### config.mk
export PLATFORM = sky130hd
export DESIGN_NAME = gci_std_display_vram_arbiter
export DESIGN_NICKNAME = d
export VERILOG_FILES = /design/src/rtl/gci_std_display_vram_arbiter.sv
export SDC_FILE = /design/constraint.sdc
export NUM_CORES = 1
export LEC_CHECK = 0
export ABC_AREA = 1
export CORE_ASPECT_RATIO = 0.9
export CORE_MARGIN = 10
export CORE_UTILIZATION = 23
export CTS_BUF_LIST = sky130_fd_sc_hd__clkbuf_16
export DETAILED_ROUTE_END_ITERATION = 12
export PLACE_DENSITY = 0.8
export SLEW_MARGIN = 20
export SYNTH_ARGS = -nofsm -noshare
export SYNTH_HDL_FRONTEND = slang
export SYNTH_SLANG_ARGS = --single-unit
export TNS_END_PERCENT = 30
### constraint.sdc
create_clock -name iCLOCK -period 1.91 [get_ports iCLOCK]
set_input_delay 0.382 -clock iCLOCK [delete_from_list [all_inputs] [get_ports iCLOCK]]
set_output_delay 0.382 -clock iCLOCK [all_outputs]
set_load 0.005 [all_outputs]
### src/rtl/gci_std_display_vram_arbiter.sv
// Two-master VRAM port arbiter: grants one owner via REQ/ACK/FINISH, muxes its commands,
// and routes read returns back to it until every outstanding read has come home.
module gci_std_display_vram_arbiter #(
  parameter int P_MEM_ADDR_N  = 19,
  parameter int P_OUTSTD_N    = 3,
  parameter int P_M0_PRIORITY = 1
) (
  input  logic                    iCLOCK,
  input  logic                    inRESET,
  input  logic                    iRESET_SYNC,
  input  logic                    iM0_ARBIT_REQ,
  output logic                    oM0_ARBIT_ACK,
  input  logic                    iM0_ARBIT_FINISH,
  input  logic                    iM0_ENA,
  output logic                    oM0_BUSY,
  input  logic                    iM0_RW,
  input  logic [P_MEM_ADDR_N-1:0] iM0_ADDR,
  input  logic [31:0]             iM0_DATA,
  output logic                    oM0_VALID,
  output logic [31:0]             oM0_DATA,
  input  logic                    iM0_BUSY,
  input  logic                    iM1_ARBIT_REQ,
  output logic                    oM1_ARBIT_ACK,
  input  logic                    iM1_ARBIT_FINISH,
  input  logic                    iM1_ENA,
  output logic                    oM1_BUSY,
  input  logic                    iM1_RW,
  input  logic [P_MEM_ADDR_N-1:0] iM1_ADDR,
  input  logic [31:0]             iM1_DATA,
  output logic                    oM1_VALID,
  output logic [31:0]             oM1_DATA,
  input  logic                    iM1_BUSY,
  output logic                    oVRAM_ENA,
  input  logic                    iVRAM_BUSY,
  output logic                    oVRAM_RW,
  output logic [P_MEM_ADDR_N-1:0] oVRAM_ADDR,
  output logic [31:0]             oVRAM_DATA,
  input  logic                    iVRAM_VALID,
  output logic                    oVRAM_BUSY,
  input  logic [31:0]             iVRAM_DATA
);

  typedef enum logic [1:0] {IDLE, GRANT, OWN, DRAIN} state_t;

  localparam logic [P_OUTSTD_N-1:0] CNT_MAX = '1;

  state_t                  state, state_nxt;
  logic                    owner, owner_nxt;
  logic                    rr_last, rr_nxt;
  logic [P_OUTSTD_N-1:0]   cnt, cnt_nxt;

  logic [1:0]                    req, fin, ena, rw, mbusy_in;
  logic [1:0][P_MEM_ADDR_N-1:0]  addr;
  logic [1:0][31:0]              wdata, rdata;
  logic [1:0]                    ack, mbusy, mvalid;
  logic                          rd_full, accept_rd, retire;

  assign req      = {iM1_ARBIT_REQ, iM0_ARBIT_REQ};
  assign fin      = {iM1_ARBIT_FINISH, iM0_ARBIT_FINISH};
  assign ena      = {iM1_ENA, iM0_ENA};
  assign rw       = {iM1_RW, iM0_RW};
  assign mbusy_in = {iM1_BUSY, iM0_BUSY};
  assign addr     = {iM1_ADDR, iM0_ADDR};
  assign wdata    = {iM1_DATA, iM0_DATA};
  assign rd_full  = (cnt == CNT_MAX);

  always_comb begin
    state_nxt  = state;
    owner_nxt  = owner;
    rr_nxt     = rr_last;
    cnt_nxt    = cnt;
    ack        = '0;
    mbusy      = '1;
    mvalid     = '0;
    rdata      = '0;
    oVRAM_ENA  = 1'b0;
    oVRAM_RW   = 1'b0;
    oVRAM_ADDR = '0;
    oVRAM_DATA = '0;
    oVRAM_BUSY = 1'b0;
    accept_rd  = 1'b0;
    retire     = 1'b0;
    if (!iRESET_SYNC) begin
      case (state)
        IDLE: if (|req) begin
          state_nxt = GRANT;
          if (&req) owner_nxt = (P_M0_PRIORITY != 0) ? 1'b0 : ~rr_last;
          else      owner_nxt = req[1];
        end
        GRANT: begin
          ack[owner] = 1'b1;
          rr_nxt     = owner;
          state_nxt  = OWN;
        end
        OWN: begin
          // A read at the counter limit is held off the VRAM port, not just backpressured.
          oVRAM_ENA    = ena[owner] && !(!rw[owner] && rd_full);
          oVRAM_RW     = rw[owner];
          oVRAM_ADDR   = addr[owner];
          oVRAM_DATA   = wdata[owner];
          mbusy[owner] = iVRAM_BUSY | (!rw[owner] && rd_full);
          accept_rd    = oVRAM_ENA && !iVRAM_BUSY && !rw[owner];
          if (fin[owner]) state_nxt = DRAIN;
        end
        DRAIN: if (cnt == '0) state_nxt = IDLE;
        default: state_nxt = IDLE;
      endcase
      // Returns with nothing outstanding are stray and silently consumed.
      if ((state == OWN || state == DRAIN) && cnt != '0) begin
        mvalid[owner] = iVRAM_VALID;
        rdata[owner]  = iVRAM_DATA;
        oVRAM_BUSY    = mbusy_in[owner];
        retire        = iVRAM_VALID && !mbusy_in[owner];
      end
      if (accept_rd && !retire)      cnt_nxt = cnt + 1'b1;
      else if (!accept_rd && retire) cnt_nxt = cnt - 1'b1;
    end
  end

  always_ff @(posedge iCLOCK or negedge inRESET) begin
    if (!inRESET) begin
      state   <= IDLE;
      owner   <= 1'b0;
      rr_last <= 1'b1;
      cnt     <= '0;
    end else if (iRESET_SYNC) begin
      state   <= IDLE;
      owner   <= 1'b0;
      rr_last <= 1'b1;
      cnt     <= '0;
    end else begin
      state   <= state_nxt;
      owner   <= owner_nxt;
      rr_last <= rr_nxt;
      cnt     <= cnt_nxt;
    end
  end

  assign oM0_ARBIT_ACK = ack[0];
  assign oM1_ARBIT_ACK = ack[1];
  assign oM0_BUSY      = mbusy[0];
  assign oM1_BUSY      = mbusy[1];
  assign oM0_VALID     = mvalid[0];
  assign oM1_VALID     = mvalid[1];
  assign oM0_DATA      = rdata[0];
  assign oM1_DATA      = rdata[1];

endmodule

==> results of run 1 <==
## worst reg2reg max path, delay by kind of cell, from the launching register on
family | cells | cell delay, ps
buffers and inverters | 5 | 430
AOI/OAI and AO/OA | 1 | 140
adders and majority gates | 2 | 510
xor gates and xnor gates | 1 | 170
and+or+nand+nor | 7 | 430
DFF | 1 | 390
## worst max path at each step
stage                start  slack, ps        endpoint
3_5_place_dp   iRESET_SYNC       -570  oVRAM_DATA[17]
6_report          state[0]       -320    oM0_DATA[22]
5_1_grt           state[0]       -380          cnt[2]
4_1_cts           state[0]       -300          cnt[2]
3_3_place_gp   iRESET_SYNC       -580     oM0_DATA[3]
2_1_floorplan     state[0]       -160          cnt[2]
## area by class of cell
cell class | count | share of cell area [%]
Timing Repair Buffer | 357 | 54.5
Multi-Input combinational cell | 296 | 36.0
Inverter | 51 | 3.28
Sequential cell | 6 | 2.51
Tap cell | 115 | 2.37
Clock buffer | 3 | 1.24
Clock inverter | 1 | 0.0618
## registers in the layout, indices dropped and copies added (netlist names)
name and flops:
cnt 3, state 2, owner 1
## power by group
| part | internal [uW] | switching [uW] | total, uW | leakage (uW) |
|---|---|---|---|---|
| clock | 272 | 81.9 | 354 | 0.0000423 |
| sequential | 167 | 48.1 | 216 | 0.0000758 |
| combinational | 1670 | 1510 | 3180 | 0.00278 |
## stage by stage
| stage | hold WS, ps | TNS [ps] | power [uW] |
|---|---|---|---|
| CTS | 394 | -19790 | 3250 |
| global placement | 530 | -57610 | 2310 |
| detailed placement | 552 | -57320 | 2360 |
| floorplan | 86.4 | -197 | 1090 |
| finish | 395 | -20000 | 3750 |
| global route | 422 | -26500 | 3960 |
## timing repair
item | CTS | global route
resized for setup | 497 | 201
cloned | 7 | 5
endpoints found under the setup margin | 126 | 126
pin swaps | 8 | 31
setup buffers | 22 | 13
## Yosys cell counts, drive strengths merged
cell type,number
a21oi,4
buf,20
clkbuf,9
clkinv,1
dfrtp,6
fa,1
ha,4
inv,50
nand2,37
nand3,7
nand4,4
nor2,149
nor3,84
o21ai,3
o311ai,1
o32ai,1
xnor2,1
## logic make-up (layout without fill, tap and decap cells)
family | Yosys count | count (layout) | synth area share, %
compound gates | 9 | 9 | 3.07
flops | 6 | 6 | 7.67
fa+ha+maj | 5 | 5 | 3.58
xor+xnor | 1 | 1 | 0.447
buf+inv | 80 | 412 | 17.4
simple gates | 281 | 281 | 67.9
## layer usage
layer	track usage, %	vias up
met1	22.1	1906
li1	-	1852
met4	4.32	0
met2	44.0	233
met3	10.0	35
met5	0	-
==> results.json, run 1 <==
{
  "drv_slew": 0,
  "die_area_um2": 12600,
  "stdcell_count": 829,
  "dieHeight_um": 108,
  "start_kind": "register",
  "seqCellArea_um2": 153,
  "maxCapViolCount": 0,
  "crit_top_cell": "buf_6",
  "antenna_found_initial": 0,
  "most-common-layout-cells": "clkdlybuf4s50_1 (147), nor2_1 (113), buf_2 (108)",
  "synthCells": 382,
  "gp_congestion": 0.882,
  "yosysWarnings": 0,
  "netlist_top_cells_area": "nor2_1 (28%), nor3_1 (16%), nor3_2 (10%), inv_1 (8.8%), dfrtp_1 (7.7%)",
  "postCtsHoldBufs": 0,
  "synth.yosys.seq_area_share_pct": 7.67,
  "syn_nets": 536,
  "vdd_ir_drop_max_mv": 0.401,
  "cpLargestDelayFamily": "buffers and inverters",
  "route.met3.wl_mm": 2.07,
  "timing.fmax_mhz": 449,
  "synth_largest_area_cell": "nor2_1",
  "start_util_pct": 23.9,
  "critPathKind": "register to output port",
  "drive_gt1_share_pct": 50.7,
  "grt_pass1_vias": 4096,
  "yosysTopAreaCellShare_pct": 28.2,
  "cts_made_buffers": 3,
  "r2r-end": "cnt[2]",
  "top_layer": "met4",
  "crit_chain": "inv_2 > ha_4 > nor2_4 > a21oi_4 > buf_6 > buf_6 > nand2_8 > buf_12 > buf_8 > nor2_4 > buf_6",
  "endpoint_kind": "output port",
  "avgSynthCellArea_um2": 5.13,
  "via_per_inst": 4.86,
  "clk_pin_slew_ps": 40,
  "wl_met1_mm": 5.59,
  "final_common_cell": "clkdlybuf4s50_1",
  "drc": 0,
  "ioPinCount": 273,
  "numPortBuffers": 272,
  "grt.total_usage_pct": 23.0,
  "antennaDiodeCount": 0,
  "path_depth": 11,
  "ant_nets": 0,
  "nets": 869,
  "placed_cell_area_um2": 5140,
  "tritoncts": "built",
  "finalClockSkew_ps": 1.69,
  "ff2ff_path_depth": 16,
  "syn_to_final_growth_pct": 210,
  "cts.sink_count": 6,
  "drt-wirelength-per-cell_um": 20.5,
  "crit_arrival_ps": 1840,
  "r2r-start": "state[0]",
  "finalCoreUtilization_pct": 74.2,
  "mappedNetlistArea_um2": 1960,
  "crit_buf_inv": 6,
  "num_vias": 4026,
  "place_ws_ps": -573,
  "htree_levels": 1,
  "insertion_delay_ps": 230,
  "violations": "negative setup slack",
  "r2r_slack_ps": -270,
  "fp.coreArea_um2": 8180,
  "cts-root-buf": "clkbuf_16",
  "hold_viol": 0,
  "place_hpwl_mm": 11.9,
  "status": "complete, but fails checks",
  "dp_cells": 781,
  "die_w_um": 117,
  "slowest_delay_ps": 390,
  "grt.overflow.total": 0,
  "grt_max_degree": 23,
  "slew_headroom_pct": 68.2,
  "stdcell_area_um2": 6070,
  "period_needed_ps": 2230,
  "drtIter0Drc": 326,
  "crit_slowest_cell": "dfrtp_1",
  "multi_input_area_um2": 2180,
  "final.fill_count": 595,
  "drt-total-wl_mm": 17.0,
  "worstPathRequired_ps": 1530,
  "leakagePower_uw": 0.00290,
  "period_share_pct": 117,
  "ys_seq_elements": 6,
  "rows": 31,
  "grt_pass1_wl_mm": 22.9,
  "powerDensity_nw_per_um2": 618,
  "grt_setup_unrepaired": "true",
  "tightest_slew_ps": 469,
  "setup-violations-final": 116,
  "synth_cell_types": 26,
  "drtPass1Iterations": 4,
  "cts.path.max_buffers": 2,
  "dr_wl_met2_mm": 8.88,
  "hp-class": "primary input to asynchronous set/reset pin",
  "final.setup.worst_slack_ps": -316,
  "cp_max_fo": 6
}
Power figures use the tool's default switching activity.
==> run 2, diff against run 1 <==
CTS_CLUSTER_DIAMETER = 150   (was unset)
TNS_END_PERCENT = 5   (was 30)
==> run 2 against run 1 <==
  * The flow still finishes with violations (negative setup slack)
  * First-iteration DRC count shrank 25%
  * Flip-flop and latch count unchanged
  * Core utilization fell by 7.2 points
  * Final cell count fell by 2.5%
  * Sequential share of layout area grew 0.27 points
  * Final area fell by 9.8%
  * Combinational power down 19%
  * Sequential power is essentially flat
  * Die area is the same
  * Power shrank 17%
  * Maximum frequency increased by 2.8%
  * Clock skew is essentially flat
  * Critical endpoint is now oM1_DATA[6]
==> results.json, run 2 (synthesis gave the netlist of run 1 again) <==
{
  "grt.total_usage_pct": 21.7,
  "numPortBuffers": 272,
  "drt-wirelength-per-cell_um": 18.8,
  "antenna_found_initial": 0,
  "ant_nets": 0,
  "period_needed_ps": 2170,
  "largest_register": "cnt",
  "die_area_um2": 12600,
  "crit_chain": "inv_2 > ha_4 > nor2_4 > a21oi_4 > buf_4 > inv_4 > buf_6 > clkbuf_16 > nor3_2 > buf_2",
  "powerDensity_nw_per_um2": 570,
  "crit_slowest_cell": "dfrtp_1",
  "slowest_delay_ps": 390,
  "drtPass1Iterations": 4,
  "crit_arrival_ps": 1780,
  "clk_pin_slew_ps": 30,
  "worstPathRequired_ps": 1530,
  "antennaDiodeCount": 0,
  "grt_pass1_wl_mm": 21.8,
  "final_common_cell": "clkdlybuf4s50_1",
  "die_w_um": 117,
  "status": "complete, but fails checks",
  "critPathKind": "register to output port",
  "stdcell_area_um2": 5480,
  "most-common-layout-cells": "clkdlybuf4s50_1 (147), nor2_1 (121), buf_2 (76)",
  "drc": 0,
  "cts_made_buffers": 3,
  "grt.overflow.total": 0,
  "tightest_slew_ps": 460,
  "ioPinCount": 273,
  "largest_registers": "cnt x3, state x2, owner x1",
  "cts-root-buf": "clkbuf_16",
  "drive_gt1_share_pct": 43.6,
  "slew_headroom_pct": 68.9,
  "holdWs_ps": 393,
  "tns_ps": -21010,
  "tritoncts": "built",
  "rows": 31,
  "syn_to_final_growth_pct": 180,
  "maxCapViolCount": 0,
  "cpLargestDelayFamily": "buffers and inverters",
  "endpoint_kind": "output port",
  "cts.path.max_buffers": 2,
  "period_share_pct": 113,
  "largest_register_ffs": 3,
  "num_vias": 3705,
  "timing.fmax_mhz": 462,
  "place_hpwl_mm": 11.9,
  "cts.sink_count": 6,
  "dieHeight_um": 108,
  "hold_viol": 0,
  "htree_levels": 1,
  "nets": 848,
  "leakagePower_uw": 0.00257,
  "drv_slew": 0,
  "dp_cells": 781,
  "hp-class": "primary input to asynchronous set/reset pin",
  "setup-violations-final": 123,
  "drtIter0Drc": 245,
  "drt-total-wl_mm": 15.2,
  "via_per_inst": 4.59,
  "vdd_ir_drop_max_mv": 0.427,
  "grt_pass1_vias": 3901,
  "final.setup.worst_slack_ps": -257,
  "fp.coreArea_um2": 8180,
  "grt_max_degree": 45,
  "finalCoreUtilization_pct": 66.9,
  "grt_setup_unrepaired": "true",
  "placed_cell_area_um2": 5140,
  "start_kind": "register",
  "insertion_delay_ps": 230,
  "start_util_pct": 23.9,
  "violations": "negative setup slack",
  "gp_congestion": 0.882,
  "stdcell_count": 808,
  "finalClockSkew_ps": 1.39,
  "final.fill_count": 694,
  "crit_buf_inv": 6,
  "cp_max_fo": 11
}
==> run 2: cell count changes in the layout (fill, tap and decap cells not counted), sizes merged <==
cell,before,now
dlygate4sd2,0,4
clkbuf,9,12
clkdlybuf4s15,1,32
buf,202,143
==> run 2: worst reg2reg max path, stage by stage, from the launching register on <==
cell     delay [ps]
dfrtp_1         390
inv_2            90
ha_4            150
nor2_4           40
a21oi_4         130
buf_6           120
buf_6            90
nand2_4          50
nand3_4          70
inv_2            40
fa_2            340
xnor2_2         180
inv_1            80
nand3_2          60
nand2_1          50
nand2_1          50
nand2_1          50
==> run 2: final timing paths <==
| check | startpoint | to | slack, ps | cells after the start |
|---|---|---|---|---|
| worst max-delay path | state[0] | oM1_DATA[6] | -260 | 10 |
| worst min-delay path | inRESET | state[0] | 390 | 1 |
| worst min register to register | cnt[0] | cnt[0] | 580 | 3 |
| max in group asynchronous | inRESET | owner | 1280 | 1 |
| min in group iCLOCK | cnt[0] | cnt[0] | 580 | 3 |
| worst max register to register | state[0] | cnt[2] | -200 | 16 |
==> run 2: per-stage QoR <==
| step | total power (uW) | worst slack [ps] |
|---|---|---|
| after floorplan | 1090 | -163 |
| after global placement | 2310 | -576 |
| after detailed placement | 2360 | -573 |
| after CTS | 2930 | -290 |
| after global routing | 3320 | -328 |
| final | 3120 | -257 |
==> run 2: what timing repair did <==
item / 4_1_cts / 5_1_grt
cloned: 3 / 1
endpoints found under the setup margin: 126 / 126
setup buffers: 13 / 7
resized for setup: 492 / 60
pin swaps: 8 / 10
hold buffers: 0 / 0
==> run 2: routing by layer <==
layer / up-vias / global-route usage (%) / wire length, um
met5: - / 0 / 0
met1: 1684 / 21.4 / 5230
met4: 0 / 4.94 / 248
met2: 193 / 40.9 / 7890
met3: 15 / 9.14 / 1830
li1: 1813 / - / -
==> run 2: cell type report <==
type | instances | area (um^2) | area share, %
Clock buffer | 3 | 75.1 | 1.37
Clock inverter | 1 | 3.75 | 0.0685
Inverter | 51 | 196 | 3.59
Multi-Input combinational cell | 296 | 1830 | 33.5
Sequential cell | 6 | 153 | 2.79
Tap cell | 115 | 144 | 2.63
Timing Repair Buffer | 336 | 3070 | 56.1
==> run 2: power breakdown <==
group | internal, uW | switching, uW | total (uW) | leakage, uW
sequential | 167 | 47.0 | 214 | 0.0000758
combinational | 1340 | 1220 | 2560 | 0.00245
clock | 272 | 79.2 | 351 | 0.0000423
total | 1770 | 1350 | 3120 | 0.00257
==> run 3, diff against run 2 <==
CTS_CLUSTER_DIAMETER = unset   (was 150)
==> results of run 3 <==
Same layout as run 2: the final DEF is identical, and so are final timing and power.
